--- src/rtl/comm_assist_pkg.sv ---
// Shared definitions for the communication assist: flit ctrl encodings and
// the reply-port arbiter state type.
package comm_assist_pkg;

  localparam logic [1:0] CTRL_HEAD = 2'b01;
  localparam logic [1:0] CTRL_BODY = 2'b10;
  localparam logic [1:0] CTRL_TAIL = 2'b11;

  typedef enum logic {
    ARB_IDLE   = 1'b0,
    ARB_LOCKED = 1'b1
  } arb_state_e;

endpackage

--- src/rtl/rr_pick_onehot.sv ---
// Combinational N-way cyclic priority picker: first set request at or after
// rr_ptr, wrapping at N-1. Returns the one-hot grant and its index.
module rr_pick_onehot #(
  parameter int N     = 3,
  parameter int IDX_W = (N > 1) ? $clog2(N) : 1
) (
  input  logic [N-1:0]     req,
  input  logic [IDX_W-1:0] rr_ptr,
  output logic [N-1:0]     grant,
  output logic [IDX_W-1:0] grant_idx,
  output logic             req_any
);

  // Scan from the farthest offset down so the candidate closest to rr_ptr
  // is the last one written and therefore wins.
  always_comb begin
    // NOTE: every output gets a default first so no path leaves it unassigned
    // (which would infer a latch).
    grant     = '0;
    grant_idx = '0;
    req_any   = |req;
    for (int k = N - 1; k >= 0; k--) begin
      int idx;
      idx = (int'(rr_ptr) + k) % N;
      if (req[idx]) begin
        grant     = '0;
        grant[idx] = 1'b1;
        grant_idx = IDX_W'(idx);
      end
    end
  end

endmodule

--- src/rtl/arbiter_for_out_rep.sv ---
// Credit-based, packet-locking round-robin arbiter for the shared OUT_rep
// reply port. Grants one source per packet and holds it until the tail flit.
module arbiter_for_out_rep
  import comm_assist_pkg::*;
#(
  parameter int N       = 3,
  parameter int CREDITS = 4,
  parameter int CNT_W   = 3
) (
  input  logic             clk,
  input  logic             rst,
  input  logic [N-1:0]     v_req,
  input  logic [2*N-1:0]   req_ctrl,
  input  logic             credit_return,
  output logic [N-1:0]     ack_req,
  output logic [N-1:0]     select,
  output logic             v_OUT_rep,
  output logic [CNT_W-1:0] credits,
  output logic             busy,
  output logic             credit_err
);

  localparam int IDX_W = (N > 1) ? $clog2(N) : 1;

  arb_state_e       state_q, state_d;
  logic [IDX_W-1:0] rr_ptr_q, rr_ptr_d;
  logic [IDX_W-1:0] owner_q, owner_d;
  logic [CNT_W-1:0] credits_q;
  logic             credit_err_q;

  logic [N-1:0]     pick_grant;
  logic [IDX_W-1:0] pick_idx;
  logic             pick_any;
  logic [N-1:0]     ack_int;
  logic             issue;

  function automatic logic [IDX_W-1:0] next_idx(input logic [IDX_W-1:0] idx);
    return (idx == IDX_W'(N - 1)) ? '0 : idx + 1'b1;
  endfunction

  function automatic logic is_tail(input logic [2*N-1:0] ctrl,
                                   input logic [IDX_W-1:0] idx);
    return ctrl[2*int'(idx) +: 2] == CTRL_TAIL;
  endfunction

  rr_pick_onehot #(.N(N), .IDX_W(IDX_W)) u_pick (
    .req       (v_req),
    .rr_ptr    (rr_ptr_q),
    .grant     (pick_grant),
    .grant_idx (pick_idx),
    .req_any   (pick_any)
  );

  always_comb begin
    state_d  = state_q;
    rr_ptr_d = rr_ptr_q;
    owner_d  = owner_q;
    ack_int  = '0;
    if (credits_q != '0) begin
      unique case (state_q)
        ARB_IDLE: begin
          if (pick_any) begin
            ack_int = pick_grant;
            if (is_tail(req_ctrl, pick_idx)) begin
              rr_ptr_d = next_idx(pick_idx);
            end else begin
              owner_d = pick_idx;
              state_d = ARB_LOCKED;
            end
          end
        end
        ARB_LOCKED: begin
          if (v_req[owner_q]) begin
            ack_int = N'(1) << owner_q;
            if (is_tail(req_ctrl, owner_q)) begin
              rr_ptr_d = next_idx(owner_q);
              state_d  = ARB_IDLE;
            end
          end
        end
        default: state_d = ARB_IDLE;
      endcase
    end
  end

  // Acks are suppressed during reset so a half-sent packet cannot advance.
  assign ack_req    = rst ? '0 : ack_int;
  assign select     = ack_req;
  assign v_OUT_rep  = |ack_req;
  assign issue      = v_OUT_rep;
  assign busy       = !rst && (state_q == ARB_LOCKED);
  assign credits    = credits_q;
  assign credit_err = credit_err_q;

  // NOTE: state registers use non-blocking assignments so every flop samples
  // the pre-edge values regardless of statement order.
  always_ff @(posedge clk) begin
    if (rst) begin
      state_q      <= ARB_IDLE;
      rr_ptr_q     <= '0;
      owner_q      <= '0;
      credits_q    <= CNT_W'(CREDITS);
      credit_err_q <= 1'b0;
    end else begin
      state_q  <= state_d;
      rr_ptr_q <= rr_ptr_d;
      owner_q  <= owner_d;
      if (issue && !credit_return) begin
        credits_q <= credits_q - 1'b1;
      end else if (!issue && credit_return) begin
        if (credits_q == CNT_W'(CREDITS)) begin
          credit_err_q <= 1'b1;
        end else begin
          credits_q <= credits_q + 1'b1;
        end
      end
    end
  end

endmodule

--- config.mk ---
export PLATFORM = sky130hd
export DESIGN_NAME = arbiter_for_out_rep
export DESIGN_NICKNAME = d
export VERILOG_FILES = /design/src/rtl/comm_assist_pkg.sv /design/src/rtl/rr_pick_onehot.sv /design/src/rtl/arbiter_for_out_rep.sv
export SDC_FILE = /design/constraint.sdc
export NUM_CORES = 1
export LEC_CHECK = 0
export CORE_UTILIZATION = 65
export CTS_BUF_LIST = sky130_fd_sc_hd__clkbuf_4 sky130_fd_sc_hd__clkbuf_8
export DETAILED_ROUTE_END_ITERATION = 10
export DONT_BUFFER_PORTS = 1
export HOLD_SLACK_MARGIN = 0.15
export PLACE_DENSITY = 0.81
export SYNTH_ARGS = -nofsm -noshare
export SYNTH_HDL_FRONTEND = slang
export SYNTH_SLANG_ARGS = --single-unit
--- constraint.sdc ---
create_clock -name clk -period 3.7 [get_ports clk]
set_clock_uncertainty 0.05 [all_clocks]
set_input_delay 0.74 -clock clk [delete_from_list [all_inputs] [get_ports clk]]
set_output_delay 0.74 -clock clk [all_outputs]
set_load 0.02 [all_outputs]
==> results of run 1 <==
-- layout make-up --
class                   count  area (um^2)  area share
repair buffers              4        30.03     0.02945
inverters                  10        37.54     0.03681
flip-flops and latches      9        180.2      0.1767
clock buffers               4        30.03     0.02945
multi-input cells         109        723.2      0.7092
well taps                  15        18.77     0.01840
-- cell usage after synthesis, types with 2 or more instances --
| cell | number | area (um^2) |
|---|---|---|
| o32ai_1 | 2 | 17.52 |
| nand3b_1 | 2 | 15.01 |
| inv_1 | 10 | 37.54 |
| or3_1 | 4 | 25.02 |
| and3_1 | 2 | 12.51 |
| a21o_1 | 3 | 22.52 |
| o311ai_0 | 2 | 17.52 |
| a221oi_1 | 2 | 17.52 |
| clkbuf_1 | 4 | 15.01 |
| nand2_1 | 11 | 41.29 |
| nand3_1 | 3 | 15.01 |
| ha_1 | 5 | 62.56 |
| nor2_1 | 17 | 63.81 |
| nor3_1 | 5 | 25.02 |
| o21ai_0 | 7 | 35.03 |
| a31oi_1 | 4 | 25.02 |
| nand2b_1 | 5 | 31.28 |
| o211ai_1 | 2 | 15.01 |
| dfxtp_1 | 9 | 180.2 |
| buf_4 | 3 | 22.52 |
| a21oi_1 | 12 | 60.06 |
| nor2b_1 | 3 | 18.77 |
-- worst reg2reg max path: stages (launching register included) --
cell     delay (ns)
dfxtp_1        0.33
inv_1          0.07
ha_1           0.44
nor2b_1        0.19
o21ai_0        0.40
nand2_1        0.10
a21oi_1        0.17
o32ai_2        0.10
or3_1          0.38
ha_1           0.22
inv_1          0.10
fa_1           0.42
nor2_1         0.13
a21oi_1        0.05
nor2_1         0.10
-- stage by stage --
step,area [um^2],total power [mW],hold slack (ns),util
3_3_place_gp,989.7,0.8250,0.4374,0.7331
5_1_grt,1020,1.023,0.4824,0.7553
4_1_cts,1020,0.9289,0.4584,0.7553
2_1_floorplan,979.7,0.7292,0.4161,-
3_5_place_dp,989.7,0.8437,0.4504,0.7331
6_report,1020,0.9344,0.4509,0.7553
-- registers in the layout, summed over array words and instances (netlist names) --
register and cells:
credits 3, owner_q 2, credit_err 1, state_q 1
rr_ptr_q 2
-- metal layers --
layer / routed length (um) / GRT usage / vias to the layer above
met2: 926 / 0.4127 / 55
met3: 180 / 0.03804 / 4
met5: 0 / 0 / -
li1: - / - / 496
met4: 14 / 0.08333 / 0
met1: 1031 / 0.4120 / 450
-- power breakdown --
part	leakage [nW]	internal, mW	switching [mW]
sequential	0.0737	0.130	0.0512
clock	0.0184	0.0488	0.0336
combinational	0.295	0.268	0.402
-- worst max-delay path by stage --
| stage | from | slack (ns) | end | cells after the start |
|---|---|---|---|---|
| 2_1_floorplan | rr_ptr_q[0] | 0.03 | credits[2] | 15 |
| 4_1_cts | rr_ptr_q[0] | 0.31 | v_OUT_rep | 9 |
| 3_5_place_dp | rr_ptr_q[0] | 0.42 | credits[2] | 14 |
| 3_3_place_gp | rr_ptr_q[0] | 0.54 | credits[2] | 14 |
| 6_report | rr_ptr_q[0] | 0.29 | v_OUT_rep | 9 |
| 5_1_grt | rr_ptr_q[0] | 0.09 | v_OUT_rep | 9 |
-- cell families after synthesis --
group,Yosys count,synth area share
compound gates,43,0.3115
xor+xnor,1,0.009011
fa+ha+maj,6,0.08494
buf+inv,19,0.08622
flops,9,0.1853
mux,3,0.03732
simple gates,56,0.2857
==> reports/metrics.cfg, run 1 <==
[route]
drt_iter0_drc = 45
final_antenna_net_count = 0
drt-total-wl_um = 2153
via_per_inst = 6.656
drtPass1Iterations = 4
vias = 1005
drt-wirelength-per-cell_um = 14.26
drc = 0

[setup_path]
crit-reg2reg-launch = rr_ptr_q[0]
rr_worst_depth = 14
path_delay_family = simple AND/OR/NAND/NOR gates
worstSetupEndpointType = output port
worstSetupPathType = flop to output port
rrSetupSlack_ns = 0.38
worstPathArrival_ns = 2.62
cp.required_ns = 2.91
reg2reg_to = credits[1]
slowest_delay_ns = 0.44
startpoint_type = flop
crit_path_max_fanout = 12
worstPathCellList = inv_1, ha_1, nor2b_1, o21ai_0, nand2_1, a21oi_1, o32ai_2, or3_1, buf_4
slowest_stage = ha_1
cp.buffers_inverters = 2

[die]
io_pins = 24
core_area_mm2 = 0.001350
num_rows = 13
die_w_um = 40.68
die_area_mm2 = 0.001654
initial_core_util = 0.7201
dieHeight_um = 40.68

[place]
numPortBuffers = 0
post-place-ws_ns = 0.4240
hpwl_um = 1671
gp_congestion = 0.8848
place_inst = 147

[timing]
setup_viol = 0
slew_violations = 0
hold_viol = 0
finalCriticalPeriod_ns = 3.407
tightest_slew_ns = 0.4583
fmax_ghz = 0.2935
rsz0062_at_grt = no
setup_slack_ns = 0.2928
slew-limit-headroom = 0.6913
fin_crit_sh = 0.9209
setup_tns_ns = 0

[global_route]
grt_pass1_wl_um = 3132
grt_overflow = 0
grt_usage = 0.2781
grt_pass1_vias = 799
antenna_found_initial = 0
grt_max_degree = 14

[pwr]
power_density_mw_per_mm2 = 916.3
irDropWorstVdd_v = 0.0006053
leakagePower_nw = 0.3870

[logic_synthesis]
synth_enable_flop_cells = 0
avgSynthCellArea_um2 = 7.096
syn-instance-count = 137
yosys_warnings = 0
syn_nets = 155
synth_cell_types = 42
ys_seq_area_frac = 0.1853
ys_ff_latch = 9
syn_area_um2 = 972.2
synth_ff_type = dfxtp_1
ys_async_sr_fraction = 0

[finish]
antennaDiodeCount = 0
final_common_cell = nor2_1
n_fill_cell = 103
instances_no_fill = 151
areaGrowthSynthToFinish_pct = 4.891
drive_gt1_frac = 0.1103
mostFrequentLayoutCells = 17 x nor2_1, 12 x a21oi_1, 11 x nand2_1, 10 x inv_1, 9 x dfxtp_1
nets = 155

[clock_network]
clk_latency_ns = 0.26
post_cts_buffers = 0
cts-buffers-inserted = 3
cts_sinks = 9
cts.clk_slew.worst_paths_ns = 0.06
cts_tree = built
clk_path_buf_depth = 2
root_buffer = clkbuf_4
htreeDepth = 1
ctsResizeCount = 0
postCtsHoldBufs = 0

[worst_hold_path]
holdPathStages = 2
hold_start = rr_ptr_q[1]
min_to = rr_ptr_q[1]
hp-class = flop to flop

[flow_run]
cap_violations = 0

[status]
status = finished clean

No activity file was read; power rests on OpenSTA's default activity.
==> run 2, diff against run 1 <==
Settings changed: CORE_UTILIZATION 65 to 56, CTS_BUF_LIST sky130_fd_sc_hd__clkbuf_4 sky130_fd_sc_hd__clkbuf_8 to unset, PLACE_DENSITY 0.81 to 0.74.
Clock period 3.7 ns to 3.1 ns, I/O delays scaled along.
==> run 2 against run 1 <==
Via count up 9.1%; critical path depth shrank 1; highest routed layer unchanged; final cell count up 9.3%; the flow now finishes with violations (DRC); critical endpoint unchanged; largest cell class unchanged; die area rose by 15%.
==> reports/metrics.cfg, run 2 (same netlist as run 1, synthesis figures left out) <==
[timing]
slew_violations = 0  ; unchanged
fin_hold_ws_ns = 0.3571  ; -0.09380 ns
fin_crit_sh = 0.9945
hold_viol = 0  ; unchanged
slew-limit-headroom = 0.7096  ; +0.01830
setup_viol = 0  ; unchanged
fmax_ghz = 0.3244
tightest_slew_ns = 0.4357  ; -0.02261 ns
setup_tns_ns = 0  ; unchanged
finalCriticalPeriod_ns = 3.083

[setup_path]
path_delay_family = compound AO/OA/AOI/OAI gates
slowest_delay_ns = 0.40  ; -0.04 ns
cp.buffers_inverters = 2  ; unchanged
worstSetupEndpointType = output port
worstSetupPathType = flop to output port
worstPathCellList = inv_2, ha_4, nand2_1, o311a_1, a221oi_1, o32ai_2, or3_4, buf_4
slowest_stage = or3_4
crit_path_max_fanout = 6  ; -6
worstPathArrival_ns = 2.41  ; -0.21 ns
cp.required_ns = 2.43  ; -0.48 ns
startpoint_type = flop

[finish]
areaGrowthSynthToFinish_pct = 21.49
stdcell_area_mm2 = 0.001181  ; +16%
antennaDiodeCount = 0  ; unchanged
mostFrequentLayoutCells = 17 x nor2_1, 17 x buf_4, 11 x nand2_1, 9 x a21oi_1
drive_gt1_frac = 0.2617  ; +0.1515
largest_reg_flops = 3  ; unchanged
nets = 168  ; +8.4%

[clock_network]
clk_path_buf_depth = 2  ; unchanged
root_buffer = clkbuf_4
htreeDepth = 1  ; unchanged
cts.clk_slew.worst_paths_ns = 0.07  ; about the same
cts_tree = built
clk_latency_ns = 0.27  ; about the same
cts-buffers-inserted = 3  ; unchanged
postCtsHoldBufs = 0  ; unchanged
cts_sinks = 9  ; unchanged

[route]
final_antenna_net_count = 0  ; unchanged
drtPass1Iterations = 7  ; +3
drt_iter0_drc = 47  ; +4.4%
drc = 4  ; +4
drt-wirelength-per-cell_um = 16.52  ; +16%
vias = 1096  ; +9.1%
drt-total-wl_um = 2726  ; +27%
via_per_inst = 6.642  ; -0.20%

[global_route]
grt_pass1_vias = 902  ; +13%
antenna_found_initial = 0  ; unchanged
grt_max_degree = 14  ; unchanged
grt_pass1_wl_um = 4098  ; +31%
grt_overflow = 0  ; unchanged
grt_usage = 0.2917  ; +0.01365

[die]
dieHeight_um = 43.67  ; +7.4%
initial_core_util = 0.6236  ; -0.09652
die_w_um = 43.67  ; +7.4%
num_rows = 14  ; +1
core_area_mm2 = 0.001559  ; +15%
die_area_mm2 = 0.001907  ; +15%
io_pins = 24  ; unchanged

[flow_run]
cap_violations = 0  ; unchanged

[worst_hold_path]
hp-class = input pin to flop

[pwr]
power_density_mw_per_mm2 = 1203  ; +31%
irDropWorstVdd_v = 0.0008938  ; +48%
leakagePower_nw = 0.4471  ; +16%

[place]
post_dp_cell_area_mm2 = 0.001076  ; +8.7%
gp_congestion = 0.9167  ; +3.6%
hpwl_um = 1945  ; +16%
numPortBuffers = 0  ; unchanged

[status]
status = finished with violations
violations = DRC

## run 2: cell types whose count changed in the layout (fill, tap and decap cells not counted), moves of 2 or more
cell and change:
inv_2 +2, o311ai_0 -2, ha_1 -3, buf_4 +13, o21ai_1 +2, inv_1 -2
o21ai_0 -3, ha_4 +2, a21oi_1 -3, o311ai_1 +2, a21oi_2 +3
## run 2: cell type report
cell class              count  area [um^2]
inverters                  10        37.54
multi-input cells         109        788.3
flip-flops and latches      9        181.4
repair buffers             17        127.6
well taps                  16        20.02
fillers                   126        377.9
clock buffers               4        26.28
## run 2: timing repair
| action | in CTS | in global routing |
|---|---|---|
| endpoints found under the setup margin | 2 | 3 |
| gates resized for setup | 1 | 9 |
| setup buffers | 0 | 9 |
| pin swaps | 0 | 9 |
## run 2: per-stage QoR
stage / instances / power, mW / util / worst slack (ns)
2_1_floorplan: 137 / 0.9901 / - / -0.03349
3_3_place_gp: 152 / 1.129 / 0.6902 / 0.08420
3_5_place_dp: 152 / 1.165 / 0.6902 / -0.01495
4_1_cts: 156 / 1.266 / 0.7087 / 0.02126
5_1_grt: 165 / 1.518 / 0.7576 / -0.02638
6_report: 165 / 1.421 / 0.7576 / 0.01715
## run 2: worst paths after layout
kind | startpoint | to | cells after the start | slack [ns]
setup reg to reg | rr_ptr_q[0] | credits[1] | 13 | 0.08
hold reg to reg | owner_q[1] | owner_q[1] | 2 | 0.50
hold / removal | rst | credits[1] | 1 | 0.36
setup / recovery | rr_ptr_q[0] | v_OUT_rep | 8 | 0.02
## run 2: routing by layer
layer | track usage | routed length [um] | vias to the layer above
li1 | - | - | 526
met1 | 0.4286 | 1261 | 507
met2 | 0.4060 | 1221 | 51
met3 | 0.05417 | 174 | 12
met4 | 0.1375 | 68 | 0
met5 | 0 | 0 | -
## run 2: power breakdown
part | switching (mW) | total, mW | internal (mW) | leakage, nW
combinational | 0.603 | 1.11 | 0.506 | 0.358
sequential | 0.0604 | 0.217 | 0.157 | 0.0741
clock | 0.0459 | 0.0958 | 0.0499 | 0.0150
